$ cat src/rtl/pipe_ctrl.sv
// Pipeline hazard controller: memory-wait stalls, redirect flushes, CSR drain
// serialisation and load-use interlock for a five-stage in-order pipeline.
module pipe_ctrl (
  input  logic        clk_i,
  input  logic        rst_n_i,
  input  logic [4:0]  D_rs1_i,
  input  logic [4:0]  D_rs2_i,
  input  logic        D_use_rs1_i,
  input  logic        D_use_rs2_i,
  input  logic        D_is_csr_i,
  input  logic        DD_need_dstE_i,
  input  logic [4:0]  DD_dstE_i,
  input  logic        DD_is_load_i,
  input  logic        E_redirect_i,
  input  logic        M_req_i,
  input  logic        M_ack_i,
  output logic        F_stall_o,
  output logic        F_bubble_o,
  output logic        D_stall_o,
  output logic        D_bubble_o,
  output logic        E_stall_o,
  output logic        mem_timeout_o,
  output logic [31:0] stall_cnt_o
);

  typedef enum logic [1:0] {
    StIdle,
    StMemWait,
    StCsrDrain
  } state_e;

  state_e      state_q, state_d;
  logic [1:0]  drain_q, drain_d;
  logic [3:0]  wait_q, wait_d;
  logic        grant_q, grant_d;
  logic        timeout_q, timeout_d;
  logic [31:0] stall_cnt_q, stall_cnt_d;

  logic load_use;
  logic mem_hold;
  logic f_stall, f_bubble, d_stall, d_bubble, e_stall;

  // Loads writing x0 never produce a value, so they never interlock.
  always_comb begin
    load_use = DD_is_load_i & DD_need_dstE_i & (DD_dstE_i != 5'd0) &
               ((D_use_rs1_i & (D_rs1_i == DD_dstE_i)) |
                (D_use_rs2_i & (D_rs2_i == DD_dstE_i)));
  end

  // Once waiting, only the ack releases the pipeline.
  always_comb begin
    if (state_q == StMemWait) begin
      mem_hold = ~M_ack_i;
    end else begin
      mem_hold = M_req_i & ~M_ack_i;
    end
  end

  always_comb begin
    state_d   = state_q;
    drain_d   = drain_q;
    wait_d    = wait_q;
    grant_d   = 1'b0;
    timeout_d = timeout_q;
    f_stall   = 1'b0;
    f_bubble  = 1'b0;
    d_stall   = 1'b0;
    d_bubble  = 1'b0;
    e_stall   = 1'b0;

    if (mem_hold) begin
      // A pending redirect is frozen in the stalled execute register.
      f_stall = 1'b1;
      d_stall = 1'b1;
      e_stall = 1'b1;
      state_d = StMemWait;
      if (state_q != StMemWait) begin
        wait_d = 4'd0;
      end else if (wait_q != 4'hF) begin
        wait_d = wait_q + 4'd1;
      end
      if ((state_q == StMemWait) && (wait_d == 4'hF)) begin
        timeout_d = 1'b1;
      end
    end else if (E_redirect_i) begin
      f_bubble = 1'b1;
      d_bubble = 1'b1;
      state_d  = StIdle;
    end else begin
      case (state_q)
        StCsrDrain: begin
          if (drain_q == 2'd0) begin
            state_d = StIdle;
            grant_d = 1'b1;
          end else begin
            f_stall = 1'b1;
            d_bubble = 1'b1;
            drain_d = drain_q - 2'd1;
          end
        end
        StIdle, StMemWait: begin
          // StMemWait here is the ack cycle; CSR entry is only taken from idle.
          state_d = StIdle;
          if ((state_q == StIdle) && D_is_csr_i && !grant_q) begin
            f_stall  = 1'b1;
            d_bubble = 1'b1;
            state_d  = StCsrDrain;
            drain_d  = 2'd2;
          end else if (load_use) begin
            f_stall  = 1'b1;
            d_bubble = 1'b1;
          end
        end
        default: begin
          state_d = StIdle;
        end
      endcase
    end
  end

  always_comb begin
    stall_cnt_d = stall_cnt_q;
    if (f_stall && (stall_cnt_q != 32'hFFFF_FFFF)) begin
      stall_cnt_d = stall_cnt_q + 32'd1;
    end
  end

  // Control outputs are combinational from inputs, so mask them during reset.
  always_comb begin
    F_stall_o     = f_stall & rst_n_i;
    F_bubble_o    = f_bubble & rst_n_i;
    D_stall_o     = d_stall & rst_n_i;
    D_bubble_o    = d_bubble & rst_n_i;
    E_stall_o     = e_stall & rst_n_i;
    mem_timeout_o = timeout_q;
    stall_cnt_o   = stall_cnt_q;
  end

  always_ff @(posedge clk_i or negedge rst_n_i) begin
    if (!rst_n_i) begin
      state_q     <= StIdle;
      drain_q     <= 2'd0;
      wait_q      <= 4'd0;
      grant_q     <= 1'b0;
      timeout_q   <= 1'b0;
      stall_cnt_q <= 32'd0;
    end else begin
      state_q     <= state_d;
      drain_q     <= drain_d;
      wait_q      <= wait_d;
      grant_q     <= grant_d;
      timeout_q   <= timeout_d;
      stall_cnt_q <= stall_cnt_d;
    end
  end

endmodule

$ cat config.mk
export PLATFORM = sky130hd
export DESIGN_NAME = pipe_ctrl
export DESIGN_NICKNAME = d
export VERILOG_FILES = /design/src/rtl/pipe_ctrl.sv
export SDC_FILE = /design/constraint.sdc
export NUM_CORES = 1
export LEC_CHECK = 0
export ABC_AREA = 1
export CAP_MARGIN = 0
export CORE_ASPECT_RATIO = 0.75
export CORE_MARGIN = 2
export CORE_UTILIZATION = 35
export DETAILED_ROUTE_END_ITERATION = 8
export GPL_TIMING_DRIVEN = 0
export SLEW_MARGIN = 30
export SYNTH_ARGS = -nofsm -noshare
export SYNTH_HDL_FRONTEND = slang
export SYNTH_SLANG_ARGS = --single-unit
$ cat constraint.sdc
create_clock -name clk_i -period 1.8 [get_ports clk_i]
set_input_delay 0.36 -clock clk_i [delete_from_list [all_inputs] [get_ports clk_i]]
set_output_delay 0.36 -clock clk_i [all_outputs]
set_load 0.02 [all_outputs]
==> results.json <==
{
  "gr-total-overflow": 0,
  "violations": "negative hold slack, negative setup slack",
  "postSynthAreaPerCell_um2": 6.72,
  "fin_cells": 621,
  "placed_cells": 594,
  "worstSetupPathType": "reg -> out",
  "arrival_ns": 1.53,
  "portBuffers": 62,
  "fin_hold_ws_ns": -0.0555,
  "diodes": 0,
  "drc": 0,
  "nets": 543,
  "status": "finished, violations left",
  "period_needed_ns": 1.89,
  "vdd_drop_max_mv": 0.437,
  "power_density_nw_per_um2": 671,
  "dieArea_um2": 8950,
  "clock_latency_ns": 0.31,
  "synth.distinct_cells": 30,
  "syn_area_um2": 2870,
  "p_comb_share_pct": 27.0,
  "worstMarginPinSlew_ns": 0.451,
  "ys_warn_count": 0,
  "cp-end-kind": "output pin",
  "p_leak_nw": 2.25,
  "p_sw_share_pct": 30.2,
  "syn_to_final_growth_pct": 43.0,
  "finalClockSkew_ns": 0.0134,
  "rrSetupSlack_ns": -0.02,
  "setup_viol": 11,
  "ant_nets": 0,
  "grt_pass1_vias": 2732,
  "io_pins": 63,
  "ys_seq_elements": 42,
  "cp-start-kind": "flip-flop",
  "routabilityCongestion": 0.919,
  "worstReg2RegStart": "stall_cnt_o[3]$_DFFE_PN0P_",
  "track_usage_pct": 19.5,
  "cellInternalPower_mw": 1.92,
  "grt_setup_unrepaired": "yes",
  "period_share_pct": 105,
  "num_vias": 2951,
  "rr_endpoint": "stall_cnt_o[13]$_DFFE_PN0P_",
  "syn_nets": 455,
  "tritoncts": "built",
  "clk_pin_slew_ns": 0.09,
  "worst-path-max-fanout": 3,
  "fin_area_um2": 4100,
  "setup_ws_ns": -0.0903,
  "avgViaCountPerCell": 4.75,
  "initial_core_util_pct": 36.3,
  "cap_violations": 0,
  "grt_start_max_net_pins": 44,
  "critPathMaxStageDelay_ns": 0.43,
  "pwr-share-seq_pct": 39.9,
  "synth_area_leaders": "dfrtp_1, nand2_1, nand3_1, nor2_1, xor2_1",
  "row_count": 28,
  "startpoint": "state_q[0]$_DFFE_PN0P_",
  "synthCells": 427,
  "dp_hpwl_um": 6150,
  "dr.pass1.iters": 5,
  "cpMaxStageDelayCell": "dfrtp_1",
  "wl_per_cell_um": 13.1,
  "crit_required_ns": 1.44,
  "postPlaceCellArea_um2": 3640,
  "relSlewSlack_pct": 69.6,
  "final_hold_viol_count": 42,
  "cpMostUsedCell": "nand2_2",
  "cts_buffers": 5,
  "drive_above_1_share_pct": 19.2,
  "core-area_um2": 7920,
  "slew_viol_final": 0,
  "totalWireLength_um": 8150,
  "clockBufferDepth": 2,
  "dr.first_iter.drc_count": 170,
  "crit_chain": "inv_2, nand3_2, nor2_2, nor2_1, nand2_2, nand2_2, a21oi_2, buf_6",
  "fmax_mhz": 529,
  "grt_pass1_wl_um": 13600,
  "hold_class": "in -> async",
  "antenna_found_initial": 0,
  "clkPwrFrac_pct": 33.1,
  "yosysSeqAreaShare_pct": 36.6,
  "switchingPower_mw": 0.831,
  "cts_root_buffer": "clkbuf_8",
  "die-height_um": 82.4,
  "htree_levels": 2,
  "synth_area_leader_cell": "dfrtp_1",
  "reg2reg_depth": 11,
  "synth_top_area_share_pct": 36.6,
  "die_x_um": 109,
  "clock-sinks": 42
}
==> synthesized netlist by cell type <==
master,number
nor3_2,1
xor2_1,20
a22o_1,1
inv_2,5
nor2_2,1
nor4_1,2
nand2_2,2
buf_2,3
buf_4,1
ha_1,3
inv_1,35
nand3b_1,3
nand4_1,7
o21bai_1,1
buf_6,4
or2_1,1
o21ai_0,5
nor2_1,49
clkbuf_1,3
o31ai_1,1
o21ai_1,3
a21oi_1,3
nand2_1,163
xnor2_1,7
dfrtp_1,42
nand2_8,1
nand3_1,42
nor3_1,15
a22oi_1,1
nor3b_1,2
==> metrics by stage <==
stage                     setup slack (ns)  hold slack (ns)  setup TNS, ns  utilization, %  total power [mW]
after floorplan                   -0.00428           0.0644         -0.117               -              1.46
after global placement               -2.05            0.463         -62.28            46.0              1.71
after detailed placement            -0.849            0.387         -21.70            46.0              1.72
after CTS                           -0.108          -0.0333         -0.326            49.2              2.69
after global routing                -0.167          -0.0346          -4.79            51.8              2.91
final                              -0.0903          -0.0555         -0.313            51.8              2.75
==> final cells by class <==
| type | instances | area, um^2 |
|---|---|---|
| fillers | 808 | 3810 |
| flip-flops and latches | 42 | 1060 |
| repair buffers | 81 | 773 |
| multi-input cells | 334 | 1740 |
| clock buffers | 5 | 68.8 |
| clock inverters | 3 | 68.8 |
| inverters | 40 | 153 |
| plain buffers | 11 | 111 |
| well taps | 105 | 131 |
==> per-layer routing <==
layer / share of wire (%) / GRT usage, % / up-vias
met5: 0 / 0 / -
met4: 0.94 / 4.62 / 0
met3: 4.9 / 2.98 / 7
met2: 43 / 29.9 / 66
met1: 51 / 28.9 / 1354
li1: - / - / 1524
==> power by group through the flow <==
| stage | clock, mW | combinational [mW] | sequential, mW |
|---|---|---|---|
| after floorplan | 0 | 0.296 | 1.16 |
| after global placement | 0 | 0.590 | 1.12 |
| after detailed placement | 0 | 0.598 | 1.12 |
| after CTS | 0.936 | 0.653 | 1.10 |
| after global routing | 0.983 | 0.821 | 1.11 |
| final | 0.910 | 0.743 | 1.10 |
==> cells in the final DEF (no fill, tap or decap), drive strengths merged <==
master / count
a22o: 1
a22oi: 1
buf: 34
a21oi: 3
nand3: 42
nor3b: 2
o21bai: 1
nand4: 7
clkdlybuf4s15: 3
nand3b: 3
clkinv: 1
dfrtp: 42
clkbuf: 9
dlymetal6s2s: 12
dlygate4sd2: 18
bufinv: 2
xor2: 20
or2: 1
inv: 40
nand2: 166
ha: 3
o21ai: 8
xnor2: 7
nor4: 2
clkdlybuf4s50: 21
nor2: 50
o31ai: 1
nor3: 16
==> how the worst max path moves through the flow <==
stage | cells past startpoint | slack [ns] | to
finish | 8 | -0.09 | F_stall_o
global route | 12 | -0.17 | F_stall_o
CTS | 7 | -0.11 | D_bubble_o
detailed placement | 12 | -0.85 | F_stall_o
global placement | 5 | -2.05 | E_stall_o
floorplan | 11 | -0.004 | stall_cnt_o[26]$_DFFE_PN0P_
==> critical path, delay by kind of cell (launching register included) <==
kind / cells / cell delay (ns)
buffers and inverters: 2 / 0.24
AOI/OAI and AO/OA: 1 / 0.13
DFF: 1 / 0.43
and+or+nand+nor: 5 / 0.43
==> flip-flops by register name, summed over array words and instances, names as in the netlist <==
name and count:
drain_q 2, grant_q 1, mem_timeout_o 1, stall_cnt_o 32
state_q 2, wait_q 4
==> repair_timing <==
action	4_1_cts	5_1_grt
setup endpoints to repair	40	45
resized for setup	79	48
cloned	0	1
endpoints found under the hold margin	42	41
setup buffers	12	6
pin swaps	22	12
==> cell families (layout without fill, tap and decap cells) <==
kind of cell               after synthesis  after routing  synth area share (%)
AOI/OAI and AO/OA                       15             15                  3.01
xor gates and xnor gates                27             27                  8.24
adders and majority gates                3              3                  1.31
buffers and inverters                   51            140                  7.98
DFF                                     42             42                  36.6
and+or+nand+nor                        289            289                  42.9
Power figures use the tool's default switching activity.
